[src/rtl/riscv_trace_pkg.sv]
// Shared types for the commit-trace monitor: record kinds, filter modes,
// field widths and the commit classifier/filter rules.
package riscv_trace_pkg;

  localparam int KIND_W  = 3;
  localparam int MODE_W  = 2;
  localparam int INSTR_W = 32;
  localparam int RD_W    = 5;

  typedef enum logic [KIND_W-1:0] {
    KIND_NONE = 3'd0,
    KIND_REG  = 3'd1,
    KIND_MEM  = 3'd2,
    KIND_BR   = 3'd3,
    KIND_JUMP = 3'd4
  } kind_e;

  typedef enum logic [MODE_W-1:0] {
    MODE_ALL    = 2'd0,
    MODE_EFFECT = 2'd1,
    MODE_CTRL   = 2'd2,
    MODE_HOLD   = 2'd3
  } mode_e;

  // A write to x0 has no architectural effect, so it never makes a REG/JUMP record.
  function automatic kind_e classify(input logic reg_write, input logic [RD_W-1:0] rd,
                                     input logic mem_write, input logic branch_taken,
                                     input logic jump);
    logic rd_effect;
    rd_effect = reg_write && (rd != '0);
    if (rd_effect && jump) return KIND_JUMP;
    if (rd_effect)         return KIND_REG;
    if (mem_write)         return KIND_MEM;
    if (branch_taken)      return KIND_BR;
    return KIND_NONE;
  endfunction

  function automatic logic keep_kind(input mode_e mode, input kind_e kind);
    case (mode)
      MODE_ALL:    return 1'b1;
      MODE_EFFECT: return kind != KIND_NONE;
      MODE_CTRL:   return (kind == KIND_BR) || (kind == KIND_JUMP);
      default:     return 1'b0;
    endcase
  endfunction

endpackage

[src/rtl/riscv_commit_trace_buffer_if.sv]
// Commit bus from the core and the valid/ready trace drain port to the host.
interface riscv_commit_trace_buffer_if #(
  parameter int XLEN  = 32,
  parameter int CNT_W = 32
);
  import riscv_trace_pkg::*;

  logic               commit_valid;
  logic [XLEN-1:0]    commit_pc;
  logic [INSTR_W-1:0] commit_instr;
  logic               commit_reg_write;
  logic [RD_W-1:0]    commit_rd;
  logic [XLEN-1:0]    commit_wdata;
  logic               commit_mem_write;
  logic [XLEN-1:0]    commit_mem_addr;
  logic [XLEN-1:0]    commit_mem_wdata;
  logic               commit_branch_taken;
  logic               commit_jump;
  logic [XLEN-1:0]    commit_next_pc;

  logic               trace_valid;
  logic               trace_ready;
  logic [KIND_W-1:0]  trace_kind;
  logic [CNT_W-1:0]   trace_seq;
  logic [XLEN-1:0]    trace_pc;
  logic [INSTR_W-1:0] trace_instr;
  logic [RD_W-1:0]    trace_rd;
  logic [XLEN-1:0]    trace_data0;
  logic [XLEN-1:0]    trace_data1;

  // Core plus host side
  modport master (
    output commit_valid, commit_pc, commit_instr, commit_reg_write, commit_rd,
           commit_wdata, commit_mem_write, commit_mem_addr, commit_mem_wdata,
           commit_branch_taken, commit_jump, commit_next_pc, trace_ready,
    input  trace_valid, trace_kind, trace_seq, trace_pc, trace_instr, trace_rd,
           trace_data0, trace_data1
  );

  // Trace buffer side
  modport slave (
    input  commit_valid, commit_pc, commit_instr, commit_reg_write, commit_rd,
           commit_wdata, commit_mem_write, commit_mem_addr, commit_mem_wdata,
           commit_branch_taken, commit_jump, commit_next_pc, trace_ready,
    output trace_valid, trace_kind, trace_seq, trace_pc, trace_instr, trace_rd,
           trace_data0, trace_data1
  );

endinterface

[src/rtl/riscv_trace_fifo.sv]
// Generic synchronous first-word-fall-through FIFO; head is read straight
// from the storage array and forced to zero while empty.
module riscv_trace_fifo #(
  parameter int WIDTH = 8,
  parameter int DEPTH = 16,
  localparam int AW   = $clog2(DEPTH)
) (
  input  logic             clk,
  input  logic             reset,
  input  logic             push,
  input  logic             pop,
  input  logic             flush,
  input  logic [WIDTH-1:0] wdata,
  output logic [WIDTH-1:0] rdata,
  output logic [AW:0]      level,
  output logic             full,
  output logic             empty
);

  logic [WIDTH-1:0] r_mem [DEPTH];
  logic [AW:0]      r_wr_ptr;
  logic [AW:0]      r_rd_ptr;
  logic             w_do_push;
  logic             w_do_pop;

  assign level = r_wr_ptr - r_rd_ptr;
  assign full  = (level == (AW+1)'(DEPTH));
  assign empty = (level == '0);

  // A pop frees a slot in the same cycle, so a full FIFO still accepts push+pop.
  assign w_do_pop  = pop && !empty && !flush;
  assign w_do_push = push && (!full || w_do_pop) && !flush;

  always_ff @(posedge clk) begin
    if (reset || flush) begin
      r_wr_ptr <= '0;
      r_rd_ptr <= '0;
    end else begin
      if (w_do_push) r_wr_ptr <= r_wr_ptr + 1'b1;
      if (w_do_pop)  r_rd_ptr <= r_rd_ptr + 1'b1;
    end
  end

  always_ff @(posedge clk) begin
    if (w_do_push) r_mem[r_wr_ptr[AW-1:0]] <= wdata;
  end

  assign rdata = empty ? '0 : r_mem[r_rd_ptr[AW-1:0]];

endmodule

[src/rtl/riscv_commit_trace_buffer.sv]
// Commit-trace monitor: classifies retired instructions, stamps a sequence
// number, filters by mode and queues records for a valid/ready drain port.
module riscv_commit_trace_buffer
  import riscv_trace_pkg::*;
#(
  parameter int XLEN   = 32,
  parameter int DEPTH  = 16,
  parameter int CNT_W  = 32,
  localparam int LVL_W = $clog2(DEPTH) + 1
) (
  input  logic                        clk,
  input  logic                        reset,
  input  logic                        en,
  input  logic [MODE_W-1:0]           mode,
  input  logic                        flush,
  riscv_commit_trace_buffer_if.slave  bus,
  output logic [LVL_W-1:0]            level,
  output logic                        full,
  output logic                        empty,
  output logic [CNT_W-1:0]            overflow_count
);

  localparam int REC_W = KIND_W + CNT_W + XLEN + INSTR_W + RD_W + 2 * XLEN;

  logic [CNT_W-1:0] r_seq;
  logic [CNT_W-1:0] r_ovf;
  kind_e            w_kind;
  logic             w_push;
  logic             w_pop_eff;
  logic             w_drop;
  logic [RD_W-1:0]  w_rec_rd;
  logic [XLEN-1:0]  w_data0;
  logic [XLEN-1:0]  w_data1;
  logic [REC_W-1:0] w_wrec;
  logic [REC_W-1:0] w_rrec;

  assign w_kind = classify(bus.commit_reg_write, bus.commit_rd, bus.commit_mem_write,
                           bus.commit_branch_taken, bus.commit_jump);
  assign w_push = bus.commit_valid && en && keep_kind(mode_e'(mode), w_kind);

  always_comb begin
    w_rec_rd = '0;
    w_data0  = '0;
    w_data1  = '0;
    case (w_kind)
      KIND_REG: begin
        w_rec_rd = bus.commit_rd;
        w_data0  = bus.commit_wdata;
      end
      KIND_JUMP: begin
        w_rec_rd = bus.commit_rd;
        w_data0  = bus.commit_wdata;
        w_data1  = bus.commit_next_pc;
      end
      KIND_MEM: begin
        w_data0 = bus.commit_mem_addr;
        w_data1 = bus.commit_mem_wdata;
      end
      KIND_BR:  w_data0 = bus.commit_next_pc;
      default:  ;
    endcase
  end

  assign w_wrec = {w_kind, r_seq, bus.commit_pc, bus.commit_instr, w_rec_rd, w_data0, w_data1};

  riscv_trace_fifo #(
    .WIDTH (REC_W),
    .DEPTH (DEPTH)
  ) u_fifo (
    .clk   (clk),
    .reset (reset),
    .push  (w_push),
    .pop   (bus.trace_ready),
    .flush (flush),
    .wdata (w_wrec),
    .rdata (w_rrec),
    .level (level),
    .full  (full),
    .empty (empty)
  );

  assign bus.trace_valid = !empty;
  assign {bus.trace_kind, bus.trace_seq, bus.trace_pc, bus.trace_instr, bus.trace_rd,
          bus.trace_data0, bus.trace_data1} = w_rrec;

  // Flushed pushes are discarded on purpose and are not counted as drops.
  assign w_pop_eff = bus.trace_ready && !empty;
  assign w_drop    = w_push && full && !w_pop_eff && !flush;

  always_ff @(posedge clk) begin
    if (reset) begin
      r_seq <= '0;
      r_ovf <= '0;
    end else begin
      if (bus.commit_valid) r_seq <= r_seq + 1'b1;
      if (w_drop && (r_ovf != '1)) r_ovf <= r_ovf + 1'b1;
    end
  end

  assign overflow_count = r_ovf;

endmodule
[src/flat_wrapper.sv]
// flat-port wrapper written by rule: the top's interface ports become plain ports
module riscv_commit_trace_buffer_flat import riscv_trace_pkg::*;
#(
  parameter int XLEN   = 32,
  parameter int DEPTH  = 16,
  parameter int CNT_W  = 32,
  localparam int LVL_W = $clog2(DEPTH) + 1
)
  (clk, reset, en, mode, flush, level, full, empty, overflow_count, bus_commit_valid, bus_commit_pc, bus_commit_instr, bus_commit_reg_write, bus_commit_rd, bus_commit_wdata, bus_commit_mem_write, bus_commit_mem_addr, bus_commit_mem_wdata, bus_commit_branch_taken, bus_commit_jump, bus_commit_next_pc, bus_trace_ready, bus_trace_valid, bus_trace_kind, bus_trace_seq, bus_trace_pc, bus_trace_instr, bus_trace_rd, bus_trace_data0, bus_trace_data1);
  riscv_commit_trace_buffer_if #(.XLEN(XLEN), .CNT_W(CNT_W)) bus_i ();
  input  logic clk;
  input  logic reset;
  input  logic en;
  input  logic [MODE_W-1:0] mode;
  input  logic flush;
  output logic [LVL_W-1:0] level;
  output logic full;
  output logic empty;
  output logic [CNT_W-1:0] overflow_count;
  input wire logic [$bits(bus_i.commit_valid)-1:0] bus_commit_valid;
  input wire logic [$bits(bus_i.commit_pc)-1:0] bus_commit_pc;
  input wire logic [$bits(bus_i.commit_instr)-1:0] bus_commit_instr;
  input wire logic [$bits(bus_i.commit_reg_write)-1:0] bus_commit_reg_write;
  input wire logic [$bits(bus_i.commit_rd)-1:0] bus_commit_rd;
  input wire logic [$bits(bus_i.commit_wdata)-1:0] bus_commit_wdata;
  input wire logic [$bits(bus_i.commit_mem_write)-1:0] bus_commit_mem_write;
  input wire logic [$bits(bus_i.commit_mem_addr)-1:0] bus_commit_mem_addr;
  input wire logic [$bits(bus_i.commit_mem_wdata)-1:0] bus_commit_mem_wdata;
  input wire logic [$bits(bus_i.commit_branch_taken)-1:0] bus_commit_branch_taken;
  input wire logic [$bits(bus_i.commit_jump)-1:0] bus_commit_jump;
  input wire logic [$bits(bus_i.commit_next_pc)-1:0] bus_commit_next_pc;
  input wire logic [$bits(bus_i.trace_ready)-1:0] bus_trace_ready;
  output wire logic [$bits(bus_i.trace_valid)-1:0] bus_trace_valid;
  output wire logic [$bits(bus_i.trace_kind)-1:0] bus_trace_kind;
  output wire logic [$bits(bus_i.trace_seq)-1:0] bus_trace_seq;
  output wire logic [$bits(bus_i.trace_pc)-1:0] bus_trace_pc;
  output wire logic [$bits(bus_i.trace_instr)-1:0] bus_trace_instr;
  output wire logic [$bits(bus_i.trace_rd)-1:0] bus_trace_rd;
  output wire logic [$bits(bus_i.trace_data0)-1:0] bus_trace_data0;
  output wire logic [$bits(bus_i.trace_data1)-1:0] bus_trace_data1;
  assign bus_i.commit_valid = bus_commit_valid;
  assign bus_i.commit_pc = bus_commit_pc;
  assign bus_i.commit_instr = bus_commit_instr;
  assign bus_i.commit_reg_write = bus_commit_reg_write;
  assign bus_i.commit_rd = bus_commit_rd;
  assign bus_i.commit_wdata = bus_commit_wdata;
  assign bus_i.commit_mem_write = bus_commit_mem_write;
  assign bus_i.commit_mem_addr = bus_commit_mem_addr;
  assign bus_i.commit_mem_wdata = bus_commit_mem_wdata;
  assign bus_i.commit_branch_taken = bus_commit_branch_taken;
  assign bus_i.commit_jump = bus_commit_jump;
  assign bus_i.commit_next_pc = bus_commit_next_pc;
  assign bus_i.trace_ready = bus_trace_ready;
  assign bus_trace_valid = bus_i.trace_valid;
  assign bus_trace_kind = bus_i.trace_kind;
  assign bus_trace_seq = bus_i.trace_seq;
  assign bus_trace_pc = bus_i.trace_pc;
  assign bus_trace_instr = bus_i.trace_instr;
  assign bus_trace_rd = bus_i.trace_rd;
  assign bus_trace_data0 = bus_i.trace_data0;
  assign bus_trace_data1 = bus_i.trace_data1;
  riscv_commit_trace_buffer #(.XLEN(XLEN), .DEPTH(DEPTH), .CNT_W(CNT_W)) u_core (.clk(clk), .reset(reset), .en(en), .mode(mode), .flush(flush), .bus(bus_i), .level(level), .full(full), .empty(empty), .overflow_count(overflow_count));
endmodule
[config.mk]
export PLATFORM = sky130hd
export DESIGN_NAME = riscv_commit_trace_buffer_flat
export DESIGN_NICKNAME = d
export VERILOG_FILES = /design/src/rtl/riscv_trace_pkg.sv /design/src/rtl/riscv_commit_trace_buffer_if.sv /design/src/rtl/riscv_trace_fifo.sv /design/src/rtl/riscv_commit_trace_buffer.sv /design/src/flat_wrapper.sv
export SDC_FILE = /design/constraint.sdc
export NUM_CORES = 2
export LEC_CHECK = 0
export ABC_AREA = 1
export CORE_AREA = 3 3 465 582
export CTS_BUF_LIST = sky130_fd_sc_hd__clkbuf_16
export DETAILED_ROUTE_END_ITERATION = 12
export DIE_AREA = 0 0 468 585
export HOLD_SLACK_MARGIN = 0.12
export PLACE_DENSITY = 0.56
export RECOVER_POWER = 50
export SETUP_SLACK_MARGIN = 0.4
export SLEW_MARGIN = 5
export SYNTH_ARGS = -nofsm -noshare
export SYNTH_HDL_FRONTEND = slang
export SYNTH_SLANG_ARGS = --single-unit
export TNS_END_PERCENT = 100
[constraint.sdc]
create_clock -name clk -period 28.4 [get_ports clk]
set_clock_uncertainty 0.15 [all_clocks]
set_input_delay 2.84 -clock clk [delete_from_list [all_inputs] [get_ports clk]]
set_output_delay 2.84 -clock clk [all_outputs]
set_load 0.02 [all_outputs]
==> results <==
- The run finished, with violations left.
- The checks that failed: capacitance limit, slew limit.
- The number of top-level pins is 417.
- The cell class contributing the biggest share of worst-path delay is buffers and inverters.
- Counting both buffers and inverters, the worst setup path holds a total of 6.
- Synthesis produced a netlist with a net count of 9,086.
- The largest net degree at the start of global routing is 202.
- The number of remaining DRC errors is 0.
- The total routing resource utilization after global routing is 22.8%.
- Including well taps, the total number of placed cells is 12,400.
- The final non-filler cell area is 128,000 um^2.
- The power density over the cells is 70.2 nW/um^2.
- Clock tree synthesis found a total of 2,766 sinks.
- The part of the total power dissipated in sequential elements is 50.2%.
- For the final routed database, the setup TNS stands at 0 ns.
- In this design, the stage delay of the slowest critical-path cell is 2.58 ns.
- The worst setup path is captured at an output pin.
- The clock share of power is 40.2%.
- The peak ir drop on the vdd network is 46.3 uV.
- The reg-to-reg setup timing slack is 21.22 ns.
- Using the TritonRoute via totals, the vias-per-cell ratio works out to 5.65.
- The latest clock arrival within the worst-skew pair is 0.85 ns.
- The type of the tightest min-delay check is reg2reg.
- The number of clock buffers inserted by TritonCTS is 285.
- For the finished layout, the period the worst path requires is 10.42 ns.
- The max-slew violation total from the final report came to 471.
- The worst setup path is of the reg2out kind.
- The effective utilization at floorplan is 42.1%.
- The die is 468 um wide.
- Derived from the worst setup path, the maximum achievable clock frequency is 0.0959 GHz.
- The number of filler cells placed in the layout is 23,000.
- The number of failing hold endpoints at the final stage is 0.
- The standard cell with the maximum stage delay on the critical path is sky130_fd_sc_hd__clkbuf_1.
- The proportion of synthesized chip area in sequential cells is 73.9%.
- The reg-to-reg endpoint is u_core.u_fifo.r_mem[15][125]$_DFFE_PP_.
- For the worst setup path, the data required time is 25.41 ns.
- STA puts the critical path data arrival time at 7.43 ns.
- The synthesized flop and latch total is 2,766.
- The reg-to-reg startpoint is u_core.u_fifo.r_wr_ptr[0]$_SDFFE_PP0P_.
- The placement row count is 211.
- The synthesized netlist cell count is 8,865.
- Internal power comes to 0.00681 W.
- The number of antenna violations at the first check in global routing came to 22.
- The sum of net half-perimeters after detailed placement is 167 mm.
- The average footprint of a synthesized cell is 12.6 um^2.
- In this run, the number of DRC markers left after iteration 0 of detailed routing was 6,946.
- The transition time at the pin with the least slew margin is 3.71 ns.
- The total overflow reported by the global router is 0.
- The maximum count of clock buffers along a single path is 4.
- The number of hold buffers added after CTS was 0.
- In this run the number of H-tree levels came out at 5.
- The switching share of total power is 23.9%.
- Clock-pin slew was measured on the worst setup and hold paths at 0.06 ns.
- In this run, the combinational gates consume 9.6% of the power.
- Yosys mapped the design onto 40 distinct sky130hd cell types.
- The per-cell routed wire length is 24.8 um.
- The end point of the critical path is bus_trace_data1[0].
- The maximum fanout encountered on the critical timing path is 60.
- The number of gates on the worst path with buffers counted is 14.
- The height of the die is 585 um.
- The routability-driven placement congestion ratio is 0.885.
- Setup repair after global routing left no endpoint under its margin.
- The count of buffers from port buffering is 416.
- The region available for standard cell placement spans 265,000 um^2.
- The via count of the first global-routing pass is 71,600.
- Clock tree synthesis selected as its root buffer the cell sky130_fd_sc_hd__clkbuf_16.
- The synthesized netlist occupies a cell area of 111,000 um^2.
- The count of placed standard cells in the final layout, fillers left out is 12,900.
- The post-synthesis async set-or-reset flop share is 0%.
- In the synthesized netlist the dominant register cell turns out to be sky130_fd_sc_hd__edfxtp_1.
- Once placement finished, the instance area stood at 119,000 um^2.
- The total via count in the routed design is 72,700.
- The area growth from synthesis to layout is 14.5%.
- The net switching power is 0.00214 W.
- The die covers 274,000 um^2.
- Counting flops with a built-in enable in the synthesized netlist gives 2,688.
- The max-capacitance violation count is 17.
- The first global-routing pass estimated 471 mm of wire.
- After detailed routing, the total wire length is 320 mm.
- The number of setup violations in the final report is 0.
- In the final design database the tool counted 9,346 nets.
- The most critical setup path has its startpoint at u_core.u_fifo.r_wr_ptr[0]$_SDFFE_PP0P_.
- In this run the tightest slew margin relative to its limit is -147%.
- The share of layout cells above drive strength 1 is 5.62%.
- TritonCTS built the clock tree.
- The final critical path takes up 36.7% of the cycle.
- The number of gates resized after CTS is 0.
- The leakage dissipation is 43.3 nW.
- Counting cells, the worst reg-to-reg path comes to 14.
- The antenna violation net count after detailed routing is 0.
- STA classifies the critical path startpoint as a flip-flop.
- Traced cell by cell, the critical path runs through inv_1 > ha_1 > fa_1 > inv_1 > nand3_1 > nand2_1 > nand2_1 > nand2_1 > inv_1 > nor2_4 > clkbuf_1 > buf_4 > nor2_1 > clkdlybuf4s50_1.
- In this run the post-CTS setup repair buffer count came out at 0.
- The number of warnings printed during yosys synthesis is 0.
- The number of optimization iterations in the first detailed-route pass is 6.
## through the flow
stage / util, % / power (W) / worst slack, ns / hold slack (ns)
2_1_floorplan: - / 0.00505 / 16.62 / 0.303
3_3_place_gp: 44.9 / 0.00544 / 19.33 / 0.318
3_5_place_dp: 44.9 / 0.00545 / 19.44 / 0.334
4_1_cts: 48.3 / 0.00904 / 18.51 / 0.343
5_1_grt: 48.2 / 0.00925 / 17.29 / 0.364
6_report: 48.2 / 0.00895 / 17.98 / 0.343
## layout make-up
cell class	instances	area [um^2]	share of cell area [%]
sequential	2766	82300	64.5
clock inverter	216	1610	1.26
multi-input combinational	5367	26100	20.4
timing repair buffer	582	5400	4.23
antenna	6	15.0	0.0118
inverter	123	484	0.380
clock buffer	291	7280	5.71
tap	3514	4400	3.45
## synthesized netlist by cell type (78+ instances only)
| library cell | instances | share of area [%] |
|---|---|---|
| sky130_fd_sc_hd__edfxtp_1 | 2688 | 72 |
| sky130_fd_sc_hd__o211ai_1 | 231 | 1.6 |
| sky130_fd_sc_hd__dfxtp_1 | 78 | 1.4 |
| sky130_fd_sc_hd__buf_2 | 244 | 1.1 |
| sky130_fd_sc_hd__nand2_1 | 2749 | 9.3 |
| sky130_fd_sc_hd__clkbuf_1 | 297 | 1.0 |
| sky130_fd_sc_hd__nor2_1 | 264 | 0.89 |
| sky130_fd_sc_hd__a22oi_1 | 168 | 1.1 |
| sky130_fd_sc_hd__a21oi_1 | 865 | 3.9 |
| sky130_fd_sc_hd__a32o_1 | 202 | 1.8 |
| sky130_fd_sc_hd__o311ai_0 | 134 | 1.1 |
| sky130_fd_sc_hd__nand3_1 | 575 | 2.6 |
| sky130_fd_sc_hd__inv_1 | 117 | 0.39 |
## worst min-delay path: cells and delay by family (launching register included)
kind	cells	cell delay, ns
flip-flops	1	0.33
AND/OR/NAND/NOR	1	0.07
AO/OA/AOI/OAI	1	0.05
## registers in the layout (all words and copies together) (netlist names), named ones only
signal                  count
u_core.overflow_count      32
u_core.r_seq               32
u_core.u_fifo.r_mem      2688
u_core.u_fifo.r_rd_ptr      5
u_core.u_fifo.r_wr_ptr      5
## worst min path at each step
stage               cells past startpoint                              startpoint                                      to  slack (ns)
floorplan                               2  u_core.u_fifo.r_wr_ptr[4]$_SDFFE_PP0P_  u_core.u_fifo.r_wr_ptr[4]$_SDFFE_PP0P_        0.30
global placement                        2  u_core.u_fifo.r_rd_ptr[4]$_SDFFE_PP0N_  u_core.u_fifo.r_rd_ptr[4]$_SDFFE_PP0N_        0.32
detailed placement                      2  u_core.u_fifo.r_rd_ptr[4]$_SDFFE_PP0N_  u_core.u_fifo.r_rd_ptr[4]$_SDFFE_PP0N_        0.33
CTS                                     2  u_core.u_fifo.r_rd_ptr[4]$_SDFFE_PP0N_  u_core.u_fifo.r_rd_ptr[4]$_SDFFE_PP0N_        0.34
global route                            2  u_core.u_fifo.r_rd_ptr[4]$_SDFFE_PP0N_  u_core.u_fifo.r_rd_ptr[4]$_SDFFE_PP0N_        0.36
finish                                  2  u_core.u_fifo.r_wr_ptr[4]$_SDFFE_PP0P_  u_core.u_fifo.r_wr_ptr[4]$_SDFFE_PP0P_        0.34
## power by group through the flow
stage          Clock (W)  Combinational, W  Sequential [W]
6_report         0.00360          0.000857         0.00449
5_1_grt          0.00383          0.000932         0.00449
4_1_cts          0.00367          0.000876         0.00449
3_5_place_dp           0          0.000872         0.00458
3_3_place_gp           0          0.000862         0.00458
2_1_floorplan          0          0.000478         0.00458
## metal layers
| metal | wire [um] | global-route usage, % | up-vias |
|---|---|---|---|
| met1 | 138000 | 32.0 | 36900 |
| met2 | 153000 | 37.3 | 2416 |
| met4 | 7770 | 5.77 | 6 |
| li1 | - | - | 32900 |
| met5 | 28 | 0 | - |
| met3 | 20900 | 3.27 | 430 |
## cell usage in the layout (no fill, tap or decap), types with 168 or more instances in the layout
cell	synthesis	routed
sky130_fd_sc_hd__a21oi_1	865	865
sky130_fd_sc_hd__clkbuf_16	0	291
sky130_fd_sc_hd__clkdlybuf4s50_1	0	316
sky130_fd_sc_hd__a32o_1	202	202
sky130_fd_sc_hd__inv_1	117	169
sky130_fd_sc_hd__a22oi_1	168	168
sky130_fd_sc_hd__nand3_1	575	575
sky130_fd_sc_hd__o211ai_1	231	231
sky130_fd_sc_hd__nand2_1	2749	2751
sky130_fd_sc_hd__edfxtp_1	2688	2688
sky130_fd_sc_hd__nor2_1	264	254
## cell families (layout without fill, tap and decap cells)
logic type,after synthesis,after routing,synth area share (%)
xor+xnor,39,39,0.307
other cells,0,6,0
simple gates,3661,3661,13.2
buf+inv,732,1212,2.80
compound gates,1655,1655,9.71
fa+ha+maj,12,12,0.142
flops,2766,2766,73.9
(Power assumes the default switching activity.)
